==> config.mk <==
export PLATFORM = sky130hd
export DESIGN_NAME = queue_occupancy_counter
export DESIGN_NICKNAME = d
export VERILOG_FILES = /design/src/rtl/queue_pkg.sv /design/src/rtl/sensor_conditioner.sv /design/src/rtl/queue_occupancy_counter.sv
export SDC_FILE = /design/constraint.sdc
export NUM_CORES = 1
export LEC_CHECK = 0
export CELL_PAD_IN_SITES_DETAIL_PLACEMENT = 0
export CELL_PAD_IN_SITES_GLOBAL_PLACEMENT = 1
export CORE_MARGIN = 4
export CORE_UTILIZATION = 45
export CTS_CLUSTER_SIZE = 20
export DETAILED_ROUTE_END_ITERATION = 8
export PLACE_DENSITY_LB_ADDON = 0.1
export SYNTH_ARGS = -nofsm -noshare
export SYNTH_HDL_FRONTEND = slang
export SYNTH_SLANG_ARGS = --single-unit
export TNS_END_PERCENT = 100
==> constraint.sdc <==
create_clock -name clk -period 2.8 [get_ports clk]
set_clock_uncertainty 0.1 [all_clocks]
set_input_delay 0.84 -clock clk [delete_from_list [all_inputs] [get_ports clk]]
set_output_delay 0.84 -clock clk [all_outputs]
set_load 0.02 [all_outputs]
==> src/rtl/queue_pkg.sv <==
// Shared constants for the queue wait-time display path.
// The display decoder also takes its wtime width from here.
package queue_pkg;

  localparam int DEF_MAX_COUNT       = 7;
  localparam int DEF_COUNT_W         = 3;
  localparam int DEF_TIME_PER_PERSON = 3;
  localparam int DEF_WTIME_W         = 5;
  localparam int DEF_DEBOUNCE_CYCLES = 4;

  typedef enum logic [1:0] {
    IDLE_LOW     = 2'b00,
    CONFIRM_HIGH = 2'b01,
    IDLE_HIGH    = 2'b11,
    CONFIRM_LOW  = 2'b10
  } deb_state_e;

endpackage

==> src/rtl/sensor_conditioner.sv <==
// One door sensor: 2-flop synchronizer, debounce FSM and a one-cycle pulse
// on each accepted rising level.
//   state        | meaning
//   IDLE_LOW     | debounced low, samples agree
//   CONFIRM_HIGH | debounced low, counting high samples
//   IDLE_HIGH    | debounced high, samples agree
//   CONFIRM_LOW  | debounced high, counting low samples
module sensor_conditioner
  import queue_pkg::*;
#(
  parameter int DEBOUNCE_CYCLES = DEF_DEBOUNCE_CYCLES
) (
  input  logic clk,
  input  logic rst,
  input  logic sensor_i,
  output logic rise_o
);

  localparam int CNT_W = $clog2(DEBOUNCE_CYCLES + 1);
  localparam logic [CNT_W-1:0] CNT_TC = CNT_W'(DEBOUNCE_CYCLES);

  logic             sync1_q, sync2_q;
  deb_state_e       state_q, state_d;
  logic [CNT_W-1:0] cnt_q, cnt_d, cnt_inc;
  logic             level_q, level_d;
  logic             rise_q, rise_d;
  logic             adv;

  always_ff @(posedge clk or posedge rst) begin
    if (rst) begin
      sync1_q <= 1'b0;
      sync2_q <= 1'b0;
    end else begin
      sync1_q <= sensor_i;
      sync2_q <= sync1_q;
    end
  end

  assign cnt_inc = cnt_q + CNT_W'(1);

  always_comb begin
    state_d = state_q;
    cnt_d   = cnt_q;
    level_d = level_q;
    rise_d  = 1'b0;
    adv     = 1'b0;
    case (state_q)
      IDLE_LOW:     adv = sync2_q;
      CONFIRM_HIGH: begin
        if (sync2_q) adv = 1'b1;
        else begin
          state_d = IDLE_LOW;
          cnt_d   = '0;
        end
      end
      IDLE_HIGH:    adv = !sync2_q;
      CONFIRM_LOW:  begin
        if (!sync2_q) adv = 1'b1;
        else begin
          state_d = IDLE_HIGH;
          cnt_d   = '0;
        end
      end
      default: begin
        state_d = IDLE_LOW;
        cnt_d   = '0;
        level_d = 1'b0;
      end
    endcase
    // Each disagreeing sample counts, including the one that leaves IDLE.
    if (adv) begin
      if (cnt_inc == CNT_TC) begin
        level_d = ~level_q;
        rise_d  = ~level_q;
        cnt_d   = '0;
        state_d = level_q ? IDLE_LOW : IDLE_HIGH;
      end else begin
        cnt_d   = cnt_inc;
        state_d = level_q ? CONFIRM_LOW : CONFIRM_HIGH;
      end
    end
  end

  always_ff @(posedge clk or posedge rst) begin
    if (rst) begin
      state_q <= IDLE_LOW;
      cnt_q   <= '0;
      level_q <= 1'b0;
      rise_q  <= 1'b0;
    end else begin
      state_q <= state_d;
      cnt_q   <= cnt_d;
      level_q <= level_d;
      rise_q  <= rise_d;
    end
  end

  assign rise_o = rise_q;

endmodule

==> src/rtl/queue_occupancy_counter.sv <==
// Saturating queue occupancy counter with registered wait-time product,
// full/empty status and a sticky overflow flag.
module queue_occupancy_counter
  import queue_pkg::*;
#(
  parameter int MAX_COUNT       = DEF_MAX_COUNT,
  parameter int COUNT_W         = DEF_COUNT_W,
  parameter int TIME_PER_PERSON = DEF_TIME_PER_PERSON,
  parameter int WTIME_W         = DEF_WTIME_W,
  parameter int DEBOUNCE_CYCLES = DEF_DEBOUNCE_CYCLES
) (
  input  logic               clk,
  input  logic               rst,
  input  logic               entry_sensor,
  input  logic               exit_sensor,
  output logic [COUNT_W-1:0] count,
  output logic [WTIME_W-1:0] wtime,
  output logic               full,
  output logic               empty,
  output logic               overflow
);

  localparam logic [COUNT_W-1:0] CNT_MAX = COUNT_W'(MAX_COUNT);

  logic               join_evt, leave_evt;
  logic [COUNT_W-1:0] count_q, count_d;
  logic [WTIME_W-1:0] wtime_q, wtime_d;
  logic               full_q, full_d;
  logic               empty_q, empty_d;
  logic               overflow_q, overflow_d;

  sensor_conditioner #(.DEBOUNCE_CYCLES(DEBOUNCE_CYCLES)) u_entry (
    .clk      (clk),
    .rst      (rst),
    .sensor_i (entry_sensor),
    .rise_o   (join_evt)
  );

  sensor_conditioner #(.DEBOUNCE_CYCLES(DEBOUNCE_CYCLES)) u_exit (
    .clk      (clk),
    .rst      (rst),
    .sensor_i (exit_sensor),
    .rise_o   (leave_evt)
  );

  always_comb begin
    count_d    = count_q;
    overflow_d = overflow_q;
    if (join_evt && !leave_evt) begin
      if (count_q < CNT_MAX) count_d = count_q + COUNT_W'(1);
      else                   overflow_d = 1'b1;
    end else if (leave_evt && !join_evt && (count_q != '0)) begin
      count_d = count_q - COUNT_W'(1);
    end
    // Derived from the next count so the flags never lag the count.
    wtime_d = WTIME_W'(count_d) * WTIME_W'(TIME_PER_PERSON);
    full_d  = (count_d == CNT_MAX);
    empty_d = (count_d == '0);
  end

  always_ff @(posedge clk or posedge rst) begin
    if (rst) begin
      count_q    <= '0;
      wtime_q    <= '0;
      full_q     <= 1'b0;
      empty_q    <= 1'b1;
      overflow_q <= 1'b0;
    end else begin
      count_q    <= count_d;
      wtime_q    <= wtime_d;
      full_q     <= full_d;
      empty_q    <= empty_d;
      overflow_q <= overflow_d;
    end
  end

  assign count    = count_q;
  assign wtime    = wtime_q;
  assign full     = full_q;
  assign empty    = empty_q;
  assign overflow = overflow_q;

endmodule

==> impl_metrics.py <==
metrics = {
    "synth": {
        "ys_top_cells_by_area": "dfrtp_1 42%, ha_1 17%, and2_1 3.1%, inv_1 3.1%, nor4bb_1 2.5%",
        "syn_avg_cell_area_um2": 11.3,
        "synth_xor_area_share_pct": 4.80,
        "netlist_instances": 141,
        "muxShareOfSynthArea_pct": 0,
        "synth_top_family_by_area": "adder cells",
        "synth_top_area_share_pct": 42.5,
        "synth_fa_ha_area_share_pct": 17.8,
        "synth_compound_area_share_pct": 14.7,
        "ys_ff_latch": 28,
        "yosys.area_share.simple_pct": 14.5,
        "syn_area_um2": 1590,
        "postSynth.asyncResetShare_pct": 100,
        "synth_edf_count": 0,
        "synth_fp_nets": 167,
        "yosysSeqAreaShare_pct": 44.1,
        "synth_warnings": 0,
        "synth_cell_types": 38,
        "synth_area_leader_cell": "dfrtp_1",
        "synth-main-ff-cell": "dfrtp_1",
    },
    "hold_path": {
        "hold_class": "reg -> reg",
        "min_from": "u_exit.sync1_q",
    },
    "detailed_routing": {
        "drcViolationCount": 0,
        "num_vias": 1049,
        "ant_nets": 0,
        "drtIter0Drc": 54,
        "firstDrtPassIters": 4,
        "wirelength_mm": 2.53,
        "detail_route.wl_per_cell_um": 12.4,
        "vias_per_cell": 5.12,
    },
    "pwr": {
        "p_sw_uw": 742,
        "p_clk_share_pct": 13.5,
        "finalPower_mw": 1.92,
        "p_per_area_nw_per_um2": 1040,
        "cell_internal_pwr_mw": 1.17,
        "p_seq_share_pct": 35.5,
        "pwr-share-comb_pct": 51.0,
        "sw_frac_of_total_pct": 38.7,
        "ir_drop_v": 0.000452,
        "leakagePower_nw": 0.885,
    },
    "place": {
        "io_buffers": 14,
        "place.gp.congestion": 0.875,
        "place_hpwl_mm": 1.92,
    },
    "sta": {
        "drv_slew": 0,
        "fin_crit_ps": 2560,
        "worst_pin_slew_ps": 608,
        "max_freq_mhz": 390,
        "hold_viol": 0,
        "setup_viol": 0,
        "rsz0062_at_grt": "no",
        "finalSetupTns_ps": 0,
        "fin_crit_sh_pct": 91.6,
        "relSlewSlack_pct": 59.0,
    },
    "floorplan": {
        "initial_core_util_pct": 47.3,
        "coreArea_um2": 3360,
        "die_x_um": 67.4,
        "rows": 21,
        "die_height_um": 67.4,
        "die_area_um2": 4550,
        "ioPinCount": 15,
    },
    "worst_setup_path": {
        "path_max_fanout": 8,
        "crit_arrival_ps": 2720,
        "worst_setup_path_end_kind": "flop",
        "required_ps": 2960,
        "crit_start": "count[1]",
        "cp-start-kind": "flop",
        "worstSetupPathType": "reg -> reg",
        "timing.rr.start": "count[1]",
    },
    "clock_tree": {
        "cts_resized": 0,
        "cts_sinks": 28,
        "clkTransAtPathRegs_ps": 150,
        "cts_buffer_depth": 2,
        "htreeDepth": 1,
        "cts_tree": "built",
        "clk_latency_ps": 330,
        "cts-root-buf": "clkbuf_4",
        "hold_buffers": 0,
        "cts_buffers": 3,
        "postCtsSetupBuffers": 0,
    },
    "job": {
        "drv_cap": 0,
    },
    "layout": {
        "antenna_cells": 0,
        "nFillCells": 302,
        "nNetsFinal": 186,
        "drive_gt1_share_pct": 10.1,
        "synthToLayoutAreaGrowth_pct": 15.9,
    },
    "global_route": {
        "grt_use_total_pct": 13.5,
        "antenna_found_initial": 0,
        "grt_pass1_wl_mm": 4.71,
        "grt_remaining_overflow": 0,
        "grt_pass1_vias": 1062,
        "grt_max_degree": 29,
    },
    "run_status": {
        "status": "complete, no violations",
    },
}
logic make-up (layout without fill, tap and decap cells):
family / after synthesis / count (layout)
simple gates: 37 / 37
compound gates: 31 / 31
flops: 28 / 28
fa+ha+maj: 22 / 22
buf+inv: 16 / 34
xor+xnor: 7 / 7
Yosys cell counts, drive strengths merged, types with 2 or more instances:
cell type / instances
dfrtp: 27
nor4bb: 4
o22ai: 2
o21ai: 9
o21a: 2
inv: 14
a211o: 3
nor2: 6
a21oi: 3
xnor2: 5
nand2b: 3
and2: 8
nand3b: 2
o22a: 2
xor2: 2
nor3: 2
ha: 21
nand2: 9
a221o: 3
a22o: 3
state kept, by name, indices dropped and copies added (netlist names), 2 cells and up:
signal and cells:
u_exit.state_q 2, u_entry.state_q 2, u_exit.cnt_q 3, u_entry.cnt_q 3, count 2, wtime 5
worst paths after layout:
check,slack (ps),depth (start not counted),end
max,240,9,wtime[3]
min,270,0,u_exit.sync2_q
max reg2reg,240,9,wtime[3]
min reg2reg,270,0,u_exit.sync2_q
max in group asynchronous,1550,3,empty
min in group asynchronous,760,3,wtime[4]
power by group through the flow:
stage          combinational, mW  sequential (mW)  clock [mW]
6_report                   0.976            0.680       0.259
4_1_cts                    0.987            0.679       0.269
2_1_floorplan              0.655            0.726           0
3_5_place_dp               0.980            0.689           0
3_3_place_gp               0.955            0.682           0
5_1_grt                     1.11            0.705       0.287
cells in the final DEF (no fill, tap or decap), types with 2 or more instances in the layout:
cell type        synthesis  final
a22o_1                   2      2
a221o_1                  3      3
nand2b_1                 3      3
buf_4                    1      2
nor2_1                   4      4
o21a_1                   2      2
xnor2_1                  3      3
o22a_1                   2      2
nand2_1                  9      9
inv_1                   13     13
nor4bb_1                 4      4
ha_1                    21     21
nand3b_1                 2      2
xnor2_2                  2      2
dfrtp_1                 27     27
nor3_1                   2      2
clkdlybuf4s50_1          0     14
and2_1                   8      8
a21oi_1                  3      3
clkbuf_4                 0      3
xor2_1                   2      2
a211o_1                  3      3
o21ai_0                  8      8
worst max-delay path: stages (launching register included):
cell and delay (ps):
dfrtp_1 490, inv_1 150, ha_1 220, inv_1 50
o21ai_0 280, a221o_1 230, o21ai_0 130, ha_1 260
fa_1 390, xnor2_1 190
per-layer routing:
metal	GRT usage, %	vias up	part of all wire (%)
met4	4.81	0	0.63
met1	17.2	506	47
li1	-	527	-
met3	2.50	2	2.5
met5	0	-	0
met2	22.7	14	50
metrics by stage:
| stage | instances | worst slack [ps] | cell area (µm²) | hold slack (ps) | utilization, % |
|---|---|---|---|---|---|
| floorplan | 141 | 253 | 1590 | 231 | - |
| global placement | 201 | 396 | 1790 | 242 | 53.2 |
| detailed placement | 201 | 310 | 1790 | 241 | 53.2 |
| CTS | 205 | 271 | 1840 | 273 | 54.8 |
| global route | 205 | 58.6 | 1840 | 279 | 54.8 |
| finish | 205 | 236 | 1840 | 267 | 54.8 |
layout make-up:
cell class | count | area (µm²) | area share [%]
sequential | 28 | 702 | 38.1
tap | 46 | 57.6 | 3.12
multi-input combinational | 97 | 823 | 44.7
timing repair buffer | 16 | 155 | 8.42
inverter | 14 | 52.6 | 2.85
clock inverter | 1 | 30.0 | 1.63
clock buffer | 3 | 22.5 | 1.22
Power figures use the tool's default switching activity.
